## src/rtl/rf_wb_queue.sv

```systemverilog
// Write-back queue in front of the 32x32 register file write port: in-order FIFO
// with one-per-cycle drain and two combinational forwarding lookup ports.
module rf_wb_queue #(
    parameter int unsigned DEPTH = 4,
    parameter int unsigned PTR_W = 2
) (
    input  logic             clk,
    input  logic             rst_n,
    input  logic             in_valid,
    output logic             in_ready,
    input  logic [4:0]       in_wn,
    input  logic [31:0]      in_wd,
    input  logic             drain_en,
    output logic [4:0]       wn,
    output logic [31:0]      wd,
    output logic             w,
    input  logic [4:0]       rs1,
    input  logic [4:0]       rs2,
    output logic             fwd1_hit,
    output logic [31:0]      fwd1_data,
    output logic             fwd2_hit,
    output logic [31:0]      fwd2_data,
    output logic [PTR_W:0]   count
);

    logic [4:0]       r_wn [DEPTH];
    logic [31:0]      r_wd [DEPTH];
    logic [DEPTH-1:0] r_vld;
    logic [PTR_W-1:0] r_head;
    logic [PTR_W-1:0] r_tail;
    logic [PTR_W:0]   r_count;

    logic             w_full;
    logic             w_empty;
    logic             w_push;
    logic             w_pop;
    logic [PTR_W-1:0] w_idx;

    assign w_full   = (r_count == (PTR_W+1)'(DEPTH));
    assign w_empty  = (r_count == '0);
    assign w_push   = in_valid && !w_full;
    assign w_pop    = !w_empty && drain_en;

    assign in_ready = !w_full;
    assign w        = w_pop;
    assign wn       = r_wn[r_head];
    assign wd       = r_wd[r_head];
    assign count    = r_count;

    always_ff @(posedge clk or negedge rst_n) begin
        if (!rst_n) begin
            r_head  <= '0;
            r_tail  <= '0;
            r_count <= '0;
            r_vld   <= '0;
        end else begin
            if (w_push) r_tail <= r_tail + 1'b1;
            if (w_pop)  r_head <= r_head + 1'b1;
            case ({w_push, w_pop})
                2'b10:   r_count <= r_count + 1'b1;
                2'b01:   r_count <= r_count - 1'b1;
                default: r_count <= r_count;
            endcase
            if (w_pop)  r_vld[r_head] <= 1'b0;
            if (w_push) r_vld[r_tail] <= 1'b1;
        end
    end

    always_ff @(posedge clk) begin
        if (w_push) begin
            r_wn[r_tail] <= in_wn;
            r_wd[r_tail] <= in_wd;
        end
    end

    // Scan oldest to youngest starting at head; the last match is the youngest.
    always_comb begin
        fwd1_hit  = 1'b0;
        fwd1_data = '0;
        fwd2_hit  = 1'b0;
        fwd2_data = '0;
        w_idx     = '0;
        for (int unsigned i = 0; i < DEPTH; i++) begin
            w_idx = r_head + PTR_W'(i);
            if (r_vld[w_idx] && (r_wn[w_idx] == rs1)) begin
                fwd1_hit  = 1'b1;
                fwd1_data = r_wd[w_idx];
            end
            if (r_vld[w_idx] && (r_wn[w_idx] == rs2)) begin
                fwd2_hit  = 1'b1;
                fwd2_data = r_wd[w_idx];
            end
        end
    end

endmodule
```

## config.mk

```make
export PLATFORM = sky130hd
export DESIGN_NAME = rf_wb_queue
export DESIGN_NICKNAME = d
export VERILOG_FILES = /design/src/rtl/rf_wb_queue.sv
export SDC_FILE = /design/constraint.sdc
export NUM_CORES = 1
export LEC_CHECK = 0
export CORE_AREA = 2 2 197 199
export CTS_CLUSTER_DIAMETER = 80
export CTS_CLUSTER_SIZE = 20
export DETAILED_ROUTE_END_ITERATION = 6
export DIE_AREA = 0 0 199 201
export HOLD_SLACK_MARGIN = 0.02
export MAX_ROUTING_LAYER = met4
export PLACE_DENSITY_LB_ADDON = 0.15
export RECOVER_POWER = 100
export REMOVE_ABC_BUFFERS = 1
export SETUP_SLACK_MARGIN = 0.3
export SKIP_LAST_GASP = 1
export SYNTH_ARGS = -nofsm -noshare
export SYNTH_HDL_FRONTEND = slang
export SYNTH_SLANG_ARGS = --single-unit
```

## constraint.sdc

```tcl
create_clock -name clk -period 4.6 [get_ports clk]
set_input_delay 0.69 -clock clk [delete_from_list [all_inputs] [get_ports clk]]
set_output_delay 0.69 -clock clk [all_outputs]
set_load 0.02 [all_outputs]
```

==> impl_metrics.json <==
{
  "firstDrtPassIters": 5,
  "first_iter_violations": 518,
  "detail_route.wl_per_cell_um": 23.9,
  "relSlewSlack_pct": -8.54,
  "grt_pass1_vias": 8255,
  "drv_slew": 47,
  "hp-class": "flip-flop to flip-flop",
  "synth-edff-count": 148,
  "die_y_um": 201,
  "cts_max_path_buffers": 2,
  "worst_slew_pin_slew_ns": 1.63,
  "postSynthCellCount": 761,
  "grt_pass1_wl_mm": 52.3,
  "fill_cells": 3609,
  "total_leakage_power_uw": 0.00477,
  "hold_viol": 0,
  "gp_congestion": 0.783,
  "critPathLaunchType": "flip-flop",
  "hold_slack_ns": 0.518,
  "finalCriticalPeriod_ns": 4.39,
  "synth_top_area_share_pct": 39.6,
  "rows": 72,
  "antenna_found_initial": 3,
  "overflow": 0,
  "multi_input_area_um2": 6400,
  "io_buffers": 158,
  "vias": 8067,
  "ys.flop_type": "edfxtp_1",
  "die_w_um": 199,
  "fin_nets": 1029,
  "dpl-instance-area_um2": 13400,
  "critPathMaxFanout": 7,
  "irDropWorstVdd_uv": 374,
  "finClkSkew_ns": 0.0189,
  "numCtsBuffers": 17,
  "synth_seq_cells": 159,
  "seq_area_um2": 4730,
  "syn_area_um2": 11200,
  "yosys_warnings": 0,
  "clkLatencyLatePin_ns": 0.44,
  "setup-tns-final_ns": 0,
  "path_clk_slew_ns": 0.08,
  "post-route-period-util_pct": 95.4,
  "drive_gt1_share_pct": 37.4,
  "post-dp-hpwl_mm": 22.7,
  "detail-route-antenna-nets": 0,
  "die_area_um2": 40000,
  "viasPerCell": 5.37,
  "cts_tree": "built",
  "status": "complete, but fails checks",
  "crit_type": "flip-flop to output port",
  "grt_usage_pct": 18.1,
  "clock.fmax_mhz": 228,
  "finalSetupViolations": 0,
  "area_growth_pct": 33.0,
  "worstPathRequired_ns": 3.91,
  "grt_max_degree": 49,
  "rsz0062_at_grt": "true",
  "htree_num_levels": 4,
  "drc_errors": 0,
  "async_flop_share_pct": 6.92,
  "synth_cell_type_count": 41,
  "violations": "capacitance limit, slew limit",
  "cts-root-buf": "clkbuf_16",
  "yosys-top-cells-area": "edfxtp_1, mux4_2, mux2i_1",
  "cts.sinks": 159,
  "wl_mm": 35.9,
  "start_util_pct": 29.4,
  "maxCapViolations": 3,
  "endpoint_kind": "output port",
  "arrival_ns": 3.70,
  "finalInstanceArea_um2": 14900,
  "ios": 159,
  "synth_top_area_cell": "edfxtp_1",
  "syn_avg_cell_area_um2": 14.7,
  "yosysSeqAreaShare_pct": 42.1,
  "core_um2": 38100,
  "p_per_area_nw_per_um2": 738
}
[where the power goes]
group / switching [µW] / leakage (µW) / internal, µW / total, µW
registers: 240 / 0.00148 / 1950 / 2190
clock network: 655 / 0.000285 / 746 / 1400
logic: 3800 / 0.00301 / 3610 / 7410
total: 4700 / 0.00477 / 6300 / 11000
[path summary, 6_finish.rpt]
check,slack [ns],startpoint,to,cells after the start
worst max-delay path,0.21,r_head[0],fwd1_data[1],14
worst min-delay path,0.52,count[2],count[2],1
worst max register to register,1.20,count[0],r_wd[2][6],4
worst min register to register,0.52,count[2],count[2],1
max in group asynchronous,3.54,rst_n,r_head[0],1
min in group asynchronous,0.66,rst_n,count[0],1
[cells by family (layout without fill, tap and decap cells)]
kind of cell / count (synthesis) / count (layout) / share of synthesized area, %
multiplexers: 209 / 209 / 35.6
AND/OR/NAND/NOR: 170 / 170 / 6.65
flip-flops: 159 / 159 / 42.1
buffers and inverters: 87 / 307 / 4.04
AO/OA/AOI/OAI: 81 / 81 / 6.81
XOR/XNOR: 45 / 45 / 3.58
adder cells (fa/ha/maj): 10 / 10 / 1.18
other: 0 / 4 / 0
[routing by layer]
metal / vias to the layer above / track usage, % / share of wire [%]
met5: - / - / 0
met4: 0 / 4.53 / 1.1
met3: 20 / 3.14 / 4.0
met2: 203 / 29.0 / 50
met1: 4271 / 23.9 / 45
li1: 3573 / - / -
[registers in the layout, summed over array words and instances (netlist names)]
name,count
r_head,2
r_vld,4
r_wd,128
r_tail,2
count,3
r_wn,20
[stage by stage]
stage / util [%] / std cells / power [µW] / worst slack [ns]
finish: 39.1 / 1503 / 11000 / 0.211
global route: 39.1 / 1502 / 11600 / 0.107
CTS: 37.7 / 1461 / 10800 / 0.262
detailed placement: 35.3 / 1400 / 9000 / 0.0261
global placement: 35.3 / 1400 / 9030 / 0.0497
floorplan: - / 688 / 6920 / -8.05
[critical path: stages, from the launching register on]
cell	delay [ns]
dfrtp_4	0.46
inv_4	0.05
ha_4	0.34
buf_12	0.13
buf_12	0.09
mux4_2	0.52
xnor2_1	0.15
nand4_1	0.12
nor2_1	0.24
buf_12	0.20
buf_12	0.14
buf_6	0.09
a211oi_1	0.06
a211oi_1	0.41
buf_4	0.24
[cell usage in the layout, fill, tap and decap left out, types with 5 or more instances in the layout]
cell and count:
dlygate4sd3_1 80, dfrtp_1 9, buf_6 13, xnor2_1 34
buf_12 16, nand4_1 6, nor2_1 13, xor2_1 9
clkdlybuf4s50_1 12, inv_1 12, inv_6 5, ha_1 8
o221ai_1 20, o221ai_2 29, clkbuf_1 53, buf_2 6
mux2i_1 50, buf_16 6, a211oi_1 6, buf_4 61
mux4_2 152, edfxtp_1 148, nand2_1 115, clkbuf_16 23
nand3b_1 9
[cell usage after synthesis (6+ instances only)]
master    number
a211oi_1      10
a221oi_1       6
and3_1         6
buf_1          7
buf_2         23
buf_4          9
buf_6          8
clkbuf_1      25
dfrtp_1       11
edfxtp_1     148
ha_1           9
inv_1         14
mux2i_1       57
mux4_2       152
nand2_1      116
nand3b_1       9
nand4_1        6
nor2_1        15
o221ai_1      41
o221ai_2      11
xnor2_1       34
xor2_1        10
[final cells by class]
class,instances,share of cell area [%]
inverter,14,0.369
tap,518,4.35
multi-input combinational,515,42.9
timing repair buffer,261,16.8
clock buffer,19,3.05
antenna,4,0.0671
clock inverter,13,0.780
sequential,159,31.7
[timing repair]
action	4_1_cts	5_1_grt
setup buffers	24	31
cloned	5	7
hold buffers	0	0
pin swaps	10	13
endpoints found under the setup margin	66	66
gates resized for setup	302	119
No activity file was read; power rests on OpenSTA's default activity.
